--- config.mk ---
export PLATFORM = sky130hd
export DESIGN_NAME = product_bcd_converter
export DESIGN_NICKNAME = d
export VERILOG_FILES = /design/src/rtl/product_bcd_converter.sv
export SDC_FILE = /design/constraint.sdc
export NUM_CORES = 1
export LEC_CHECK = 0
export BUFFER_PORTS_ARGS = -buffer_cell sky130_fd_sc_hd__buf_2
export CAP_MARGIN = 20
export CORE_AREA = 4 4 65 67
export DETAILED_ROUTE_END_ITERATION = 8
export DIE_AREA = 0 0 69 71
export HOLD_SLACK_MARGIN = 0.05
export PLACE_DENSITY = 0.69
export SLEW_MARGIN = 20
export SYNTH_ARGS = -nofsm -noshare
export SYNTH_HDL_FRONTEND = slang
export SYNTH_SLANG_ARGS = --single-unit
--- constraint.sdc ---
create_clock -name clk -period 1.72 [get_ports clk]
set_input_delay 0.172 -clock clk [delete_from_list [all_inputs] [get_ports clk]]
set_output_delay 0.172 -clock clk [all_outputs]
set_load 0.01 [all_outputs]
--- src/rtl/product_bcd_converter.sv ---
// ============================================================================
// Module   : product_bcd_converter
// Purpose  : Sequential double-dabble converter, multiplier product -> packed BCD.
// Revision : 1.0
// ============================================================================
`default_nettype none

module product_bcd_converter #(
   parameter int WIDTH  = 8,
   parameter int DIGITS = 3
) (
   input  logic                  clk,
   input  logic                  rst,
   input  logic                  start,
   input  logic [WIDTH-1:0]      bin,
   output logic                  busy,
   output logic                  done,
   output logic [4*DIGITS-1:0]   bcd
);

   localparam int BCD_W = 4 * DIGITS;
   localparam int SR_W  = BCD_W + WIDTH;
   localparam int CNT_W = $clog2(WIDTH + 1);
   localparam logic [CNT_W-1:0] C_LAST = CNT_W'(WIDTH - 1);

   typedef enum logic [1:0] {
      S_IDLE  = 2'd0,
      S_SHIFT = 2'd1,
      S_DONE  = 2'd2
   } state_t;

   state_t             state_q, state_d;
   logic [SR_W-1:0]    sr_q, sr_d;
   logic [CNT_W-1:0]   cnt_q, cnt_d;
   logic [BCD_W-1:0]   bcd_q, bcd_d;
   logic [BCD_W-1:0]   w_corr;
   logic [SR_W-1:0]    w_shifted;

   // Every BCD nibble is corrected in parallel before the shift.
   generate
      for (genvar g = 0; g < DIGITS; g++) begin : g_nib
         assign w_corr[4*g +: 4] = (sr_q[WIDTH + 4*g +: 4] >= 4'd5)
                                 ? sr_q[WIDTH + 4*g +: 4] + 4'd3
                                 : sr_q[WIDTH + 4*g +: 4];
      end
   endgenerate

   assign w_shifted = {w_corr, sr_q[WIDTH-1:0]} << 1;

   always_ff @(posedge clk) begin
      if (rst) begin
         state_q <= S_IDLE;
         sr_q    <= '0;
         cnt_q   <= '0;
         bcd_q   <= '0;
      end else begin
         state_q <= state_d;
         sr_q    <= sr_d;
         cnt_q   <= cnt_d;
         bcd_q   <= bcd_d;
      end
   end

   always_comb begin
      state_d = state_q;
      sr_d    = sr_q;
      cnt_d   = cnt_q;
      bcd_d   = bcd_q;
      case (state_q)
         S_IDLE: begin
            if (start) begin
               sr_d    = {{BCD_W{1'b0}}, bin};
               cnt_d   = '0;
               state_d = S_SHIFT;
            end
         end
         S_SHIFT: begin
            sr_d  = w_shifted;
            cnt_d = cnt_q + 1'b1;
            if (cnt_q == C_LAST) begin
               bcd_d   = w_shifted[SR_W-1:WIDTH];
               state_d = S_DONE;
            end
         end
         S_DONE: begin
            state_d = S_IDLE;
         end
         default: begin
            state_d = S_IDLE;
         end
      endcase
   end

   assign busy = (state_q == S_SHIFT);
   assign done = (state_q == S_DONE);
   assign bcd  = bcd_q;

endmodule

`default_nettype wire

---- Yosys cells after proc, flatten, opt, wreduce, memory -nomap -nowiden ----
Index checks and enable logic that the tools add are counted.
cells by class
  reductions and logical operators ........ 5
  add/subtract/negate cells ............... 4
  order comparisons ....................... 3
  equality and inequality tests ........... 5
  muxes and demuxes ....................... 10
operator list
  operator                                             number
  one-hot mux 20 bit (2 select lines)                  1
  2-to-1 mux 20 bit                                    1
  >= comparator 4 x 3 -> 1 bit, second input constant  3
  2-to-1 mux 4 bit                                     3
  adder 4 x 2 -> 4 bit, second input constant          2
  one-hot mux 4 bit (2 select lines)                   1
  AND reduction 2 bit                                  3
  adder 4 x 1 -> 4 bit, second input constant          1
  equality test 4 x 3 -> 1 bit, second input constant  1
  2-to-1 mux 2 bit                                     2
  one-hot mux 2 bit (2 select lines)                   1
  adder 3 x 2 -> 3 bit, second input constant          1
  2-to-1 mux 3 bit                                     1
  equality test 2 x 1 -> 1 bit, second input constant  1
  equality test 2 bit, second input constant           1
  zero test 2 bit                                      1
  != test 2 x 1 -> 1 bit, second input constant        1
  != test 2 bit, second input constant                 1
  nonzero test 2 bit                                   1
storage, ports and cells
  input port bits ......................... 11
  output and inout bits ................... 14
  bits in registers ....................... 38
  word-level logic and storage cells ...... 31

---- Logic depth before layout (Yosys ltp) ----
Gate-level depths: netlist (run 1).
  depth after elaboration ................. 3
  mapped depth ............................ 6
  mapped depth without buffers ............ 6

---- Worst setup path before layout (run 1) ----
OpenSTA, ideal clock, no wires.
  path kind ............................... reg-to-reg
  start ................................... register sr_q[12]
  end ..................................... register bcd_q[6], in the netlist bcd[6]
  path buffers ............................ 0
  data required time ...................... 1645 ps
  library setup time ...................... 75 ps
  arrival time ............................ 1376 ps
  path slack .............................. 269 ps
  clock period less this slack ............ 1451 ps
  stages on the path, launching flop included .. 7
  cells stage by stage .................... dfxtp_1 inv_1 ha_1 nand2b_1 a21oi_1 mux2_2 o22ai_1
on the way
  word-level cells in the longest chain between the ends .. 2
  elaborated cells between the ends (all ways) .. 3
  those cells by class .................... add/sub: 1; order compare: 1; mux: 1
RTL lines
  item                                                                         RTL line  RTL
  start, declared                                                              33        logic [SR_W-1:0] sr_q, sr_d;
  start signal, assigned                                                       58        sr_q <= sr_d;
  adder 4 x 2 -> 4 bit / >= comparator 4 x 3 -> 1 bit (equally long branches)  43, 42
  2-to-1 mux 4 bit *                                                           43        ? sr_q[WIDTH + 4*g +: 4] + 4'd3
  end signal, assigned                                                         55        bcd_q <= '0;
  end signal, assigned                                                         60        bcd_q <= bcd_d;
  end, declared                                                                35        logic [BCD_W-1:0] bcd_q, bcd_d;
Mark *: on every way between the ends. The rest lies on a longest branch, timed or not.
A chain may end at the register's enable or synchronous reset.

---- Final worst setup path (run 1) ----
  start ................................... register sr_q[16]
  end ..................................... register sr_q[18]
on the way
  word-level cells in the longest chain between the ends .. 3
  elaborated cells between the ends (all ways) .. 4
  those cells by class .................... add/sub: 1; order compare: 1; mux: 2
RTL lines
  item                                                                         RTL line  RTL
  >= comparator 4 x 3 -> 1 bit / adder 3 x 2 -> 3 bit (equally long branches)  42, 43
  2-to-1 mux 3 bit *                                                           43
  one-hot mux 20 bit (2 select lines) *                                        69        case (state_q)
Marked as above.

==> impl_metrics.toml, run 1 <==
[outcome]
outcome = "completed"

[floorplan]
die_h_um = 71
io_pins = 25
die-width_um = 69
initial_core_util = 0.485
rows = 22
dieArea_sq_um = 4900
core-area_sq_um = 3630

[global_routing]
grt_pass1_wl_um = 6350
grt.total_usage = 0.160
grt_max_degree = 24
grt_pass1_vias = 1420
antenna_found_initial = 0
globalRouteOverflowTotal = 0

[routing]
num_vias = 1489
drt_iter0_drc = 82
drt-vias-per-instance = 5.26
drt-total-wl_um = 3700
postRouteAntennaNets = 0
wl_per_cell_um = 13.1
dr.pass1.iters = 4
drc_errors = 0

[timing]
drv_slew = 0
finalCritPeriodShare = 0.905
min_period_ns = 1.56
whs_ns = 0.139
worst_pin_slew_ns = 0.922
fin_skew_ns = 0.00577
finalSetupViolCount = 0
fin_setup_tns_ns = 0
setup_ws_ns = 0.163
slew_headroom = 0.383
fmaxAchievable_mhz = 642
hold_violations = 0
rsz0062_at_grt = "false"

[final_layout]
nNetsFinal = 252
final-seq-area_sq_um = 761
multi_input_area_sq_um = 922
post-route-util = 0.565
finalNonFillerCells = 283
antenna_cells = 0
drive_gt1_frac = 0.213
syn2layout_area_growth_pct = 16.5
stdcell_area_sq_um = 2050
nFillCells = 357

[placed_design]
place_hpwl_um = 2500
pre_cts_ws_ns = 0.121
post_dp_cell_area_sq_um = 1940
dp.cells = 275
io_buffer_count = 24
finalWeightedCongestion = 0.795

[critical_path]
cp-end-kind = "flip-flop"
rr_worst_depth = 6
rr_endpoint = "sr_q[18]"
path_max_fanout = 5
cp_data_arrival_time_ns = 1.78
path_class = "reg -> reg"
critPathLaunchType = "flip-flop"
cp.required_ns = 1.94
timing.rr.start = "sr_q[16]"
rrSetupSlack_ns = 0.16

[logic_synthesis]
syn_area_sq_um = 1760
synth_cells = 209
synth_seq_cells = 38
yosys_most_used_dff = "dfxtp_1"
synthArstFlopShare = 0
yosysWarnings = 0
synth-edff-count = 0
synth_cell_types = 30
synth_area_per_cell_sq_um = 8.44
ys_seq_area_frac = 0.432
syn_nets = 227

[clock_network]
path_clk_slew_ns = 0.07
htreeDepth = 2
cts_buffers = 5
cts_buffer_depth = 2
cts_hold_buf = 0
ctsResizeCount = 0
cts_tree = "done"
clkSinkCount = 38
post_cts_buffers = 0
insertion_delay_ns = 0.29
cts-root-buf = "clkbuf_8"

[job]
cap_violations = 0

[power_and_ir_drop]
total_power_mw = 1.80
leakagePower_nw = 0.843
ir_drop_mv = 0.740
cellPowerDensity_nw_per_um2 = 877

[worst_hold_path]
hold_start = "bin[0]"
holdPathStages = 3
hold_end = "sr_q[0]"
hp-class = "in -> reg"
-- report_power, final --
part           internal, mW  total (mW)  leakage (nW)  switching (mW)
Sequential            0.901       0.916         0.309          0.0148
Combinational        0.0563       0.141         0.476          0.0845
Clock                 0.427       0.745        0.0579           0.319
Total                  1.38        1.80         0.843           0.418
-- logic make-up (layout without fill, tap and decap cells) --
logic type                 Yosys count  count (layout)  share of synthesized area
AOI/OAI and AO/OA                   48              48                      0.167
buffers and inverters               21              47                     0.0511
and+or+nand+nor                     87              87                      0.255
muxes                                5               5                     0.0312
DFF                                 38              38                      0.432
adders and majority gates            7               7                     0.0497
xor gates and xnor gates             3               3                     0.0149
-- final cells by class --
class / instances / area share
clock inverters: 3 / 0.0195
flip-flops and latches: 38 / 0.370
clock buffers: 5 / 0.0335
inverters: 8 / 0.0146
well taps: 48 / 0.0292
repair buffers: 31 / 0.0840
multi-input cells: 150 / 0.449
-- worst max-delay path by stage --
stage               slack, ns  endpoint  startpoint  cells after the start
floorplan                0.27    bcd[6]    sr_q[12]                      6
global placement         0.14    bcd[6]    sr_q[12]                      6
detailed placement       0.12    bcd[6]    sr_q[12]                      6
CTS                      0.08  sr_q[10]     sr_q[8]                      6
global route             0.03  sr_q[14]    sr_q[12]                      6
finish                   0.16  sr_q[18]    sr_q[16]                      6
-- worst max-delay path, stage by stage (launching register included) --
cell,delay (ns)
dfxtp_1,0.32
inv_1,0.11
ha_1,0.23
nand2b_1,0.07
a21oi_1,0.22
mux2_2,0.37
o21ai_0,0.16
-- cells in the final DEF (no fill, tap or decap) --
master,synthesis,final
bufinv_16,0,1
a32oi_1,1,1
nand4b_4,1,1
clkinv_2,0,2
dfxtp_1,38,38
a211oi_1,5,5
nand2b_1,11,11
o22ai_1,6,6
nor3_1,10,10
ha_2,0,1
xnor2_1,3,3
nor2_2,1,1
ha_1,7,6
nor3b_1,4,4
a21oi_1,18,16
inv_1,7,7
a311oi_1,1,1
nor2_1,39,39
clkbuf_8,0,5
a22oi_1,3,3
o21ai_0,9,9
nor2b_1,8,8
o32ai_1,5,5
or2_2,1,1
nand2_1,3,3
mux2i_1,1,1
a21oi_2,0,2
mux2_2,4,4
buf_2,6,24
buf_4,1,7
inv_2,1,1
nand3b_1,4,4
nand3_1,4,4
or3_1,1,1
-- synthesized netlist by cell type (3+ instances only) --
master    count  share of area
o22ai_1       6          0.021
o21ai_0       9          0.026
o32ai_1       5          0.025
nand3b_1      4          0.017
nand2b_1     11          0.039
nor2b_1       8          0.028
nor2_1       39          0.083
mux2_2        4          0.026
nor3b_1       4          0.017
nand3_1       4          0.011
nor3_1       10          0.028
xnor2_1       3          0.015
a21oi_1      18          0.051
a22oi_1       3          0.013
a211oi_1      5          0.021
nand2_1       3         0.0064
dfxtp_1      38           0.43
inv_1         7          0.015
clkbuf_1      6          0.013
ha_1          7          0.050
buf_2         6          0.017
-- state kept, by name, summed over array words and instances (netlist names) --
signal   count
state_q      2
bcd         12
cnt_q        4
sr_q        20
-- layer usage --
layer  track usage  share of wire  up-vias
met5             0              0        -
met4        0.0716          0.023        0
met3        0.0440          0.044        6
met2         0.256           0.45       32
met1         0.200           0.48      678
li1              -              -      773
No activity file was read; power rests on OpenSTA's default activity.
==> run 2, diff against run 1 <==
Settings changed: CTS_CLUSTER_DIAMETER from default to 60.
Clock period 1.72 ns to 1.8 ns, I/O delays scaled along.
==> run 2 against run 1 <==
Compared with the run above:
- register-to-register slack improved by 0.04 ns
- via count about the same
- core utilization decreased by 0.96 points
- worst setup slack improved by 0.041 ns
- critical path depth unchanged
- final area decreased by 1.7%
- sequential share of layout area increased by 0.64 points
- hold slack improved by 0.010 ns
- cell count decreased by 0.71%
- largest power group unchanged
==> impl_metrics.toml, run 2 (synthesis gave the netlist of run 1 again) <==
[outcome]
outcome = "completed"

[critical_path]
path_max_fanout = 5
path_cells = "inv_1, ha_1, nand2b_1, a21oi_1, mux2_2, o22ai_1"
cp.required_ns = 2.02
critPathTopFamily = "compound AO/OA/AOI/OAI gates"
cp-end-kind = "flip-flop"
critPathBufInv = 1
critPathLaunchType = "flip-flop"
critPathSlowestCell = "mux2_2"
path_class = "reg -> reg"
cp_data_arrival_time_ns = 1.82
slowest_delay_ns = 0.38

[timing]
whs_ns = 0.150
slew_headroom = 0.594
finalSetupViolCount = 0
drv_slew = 0
finalCritPeriodShare = 0.887
rsz0062_at_grt = "false"
fmaxAchievable_mhz = 626
min_period_ns = 1.60
worst_pin_slew_ns = 0.609
fin_skew_ns = 0.00180
hold_violations = 0
fin_setup_tns_ns = 0

[routing]
num_vias = 1490
postRouteAntennaNets = 0
drt-vias-per-instance = 5.30
wl_per_cell_um = 12.6
drc_errors = 0
drt_iter0_drc = 97
drt-total-wl_um = 3530
dr.pass1.iters = 4

[job]
cap_violations = 0

[placed_design]
io_buffer_count = 24
finalWeightedCongestion = 0.805
place_hpwl_um = 2410
post_dp_cell_area_sq_um = 1940

[final_layout]
drive_gt1_frac = 0.189
multi_input_area_sq_um = 915
final_cell_mix = "38 x nor2_1, 38 x dfxtp_1, 24 x buf_2"
syn2layout_area_growth_pct = 14.5
stdcell_area_sq_um = 2020
final-seq-area_sq_um = 761
nFillCells = 357
largest_reg_flops = 20
nNetsFinal = 251
antenna_cells = 0
regMostFlops = "sr_q"

[power_and_ir_drop]
clock_power_share = 0.355
total_power_mw = 1.56
pwr-share-seq = 0.561
p_sw_frac = 0.243
p_switching_uw = 380
comb_power_share = 0.084
cell_internal_pwr_mw = 1.18
ir_drop_mv = 0.549
cellPowerDensity_nw_per_um2 = 774
leakagePower_nw = 0.820

[global_routing]
grt_pass1_wl_um = 6160
antenna_found_initial = 0
grt_pass1_vias = 1362
grt_max_degree = 25
grt.total_usage = 0.157
globalRouteOverflowTotal = 0

[clock_network]
path_clk_slew_ns = 0.07
cts_buffer_depth = 2
cts-root-buf = "clkbuf_8"
cts_tree = "done"
htreeDepth = 2
cts_hold_buf = 0
cts_buffers = 5
insertion_delay_ns = 0.29
clkSinkCount = 38

[floorplan]
core-area_sq_um = 3630
die-width_um = 69
die_h_um = 71
rows = 22
initial_core_util = 0.485
dieArea_sq_um = 4900
io_pins = 25

[worst_hold_path]
hp-class = "in -> reg"
[run 2: cell count changes in the layout (fill, tap and decap cells not counted), moves of 2 or more]
cell / before / now
clkbuf_1: 0 / 2
a21oi_1: 16 / 18
clkinv_2: 2 / 0
buf_4: 7 / 5
a21oi_2: 2 / 0
[run 2: layout make-up]
class                      count  share of cell area
multi-input combinational    150               0.453
clock buffer                   7              0.0378
timing repair buffer          30              0.0880
inverter                       8              0.0149
tap                           48              0.0297
sequential                    38               0.377
[run 2: path summary, 6_finish.rpt]
check / depth (start not counted) / slack (ns) / endpoint / from
max: 6 / 0.20 / bcd[6] / sr_q[12]
min: 3 / 0.15 / sr_q[0] / bin[0]
max reg2reg: 6 / 0.20 / bcd[6] / sr_q[12]
min reg2reg: 2 / 0.48 / bcd[6] / bcd[6]
[run 2: tightest hold or removal path, delay by kind of cell]
family	cells	cell delay [ns]
AOI/OAI and AO/OA	1	0.08
buffers and inverters	1	0.08
and+or+nand+nor	1	0.07
[run 2: power groups by stage]
| stage | logic (mW) | clock network [mW] | registers [mW] |
|---|---|---|---|
| after CTS | 0.133 | 0.566 | 0.876 |
| after global placement | 0.130 | 0 | 0.895 |
| after global routing | 0.152 | 0.601 | 0.879 |
| after floorplan | 0.0984 | 0 | 0.890 |
| after detailed placement | 0.133 | 0 | 0.895 |
| final | 0.132 | 0.554 | 0.876 |
[run 2: per-layer routing]
layer  GRT usage  vias up  wire, um  share of wire
li1            -      770         -              -
met1       0.199      692      1630           0.46
met2       0.245       20      1700           0.48
met3      0.0341        8       115          0.033
met4      0.0911        0        88          0.025
met5           0        -         0              0
[run 2: stage by stage]
step                      utilization  instances  setup slack (ns)
after global routing            0.556        281            0.0315
after detailed placement        0.534        274             0.191
after CTS                       0.555        281             0.185
after floorplan                     -        209             0.349
final                           0.556        281             0.204
after global placement          0.534        274             0.224
[run 2: repair_timing]
| item | in CTS | in global routing |
|---|---|---|
| setup endpoints to repair | 0 | 3 |
| hold endpoints to repair | 0 | 0 |
| setup buffers | 0 | 0 |
| gates resized for setup | 0 | 1 |
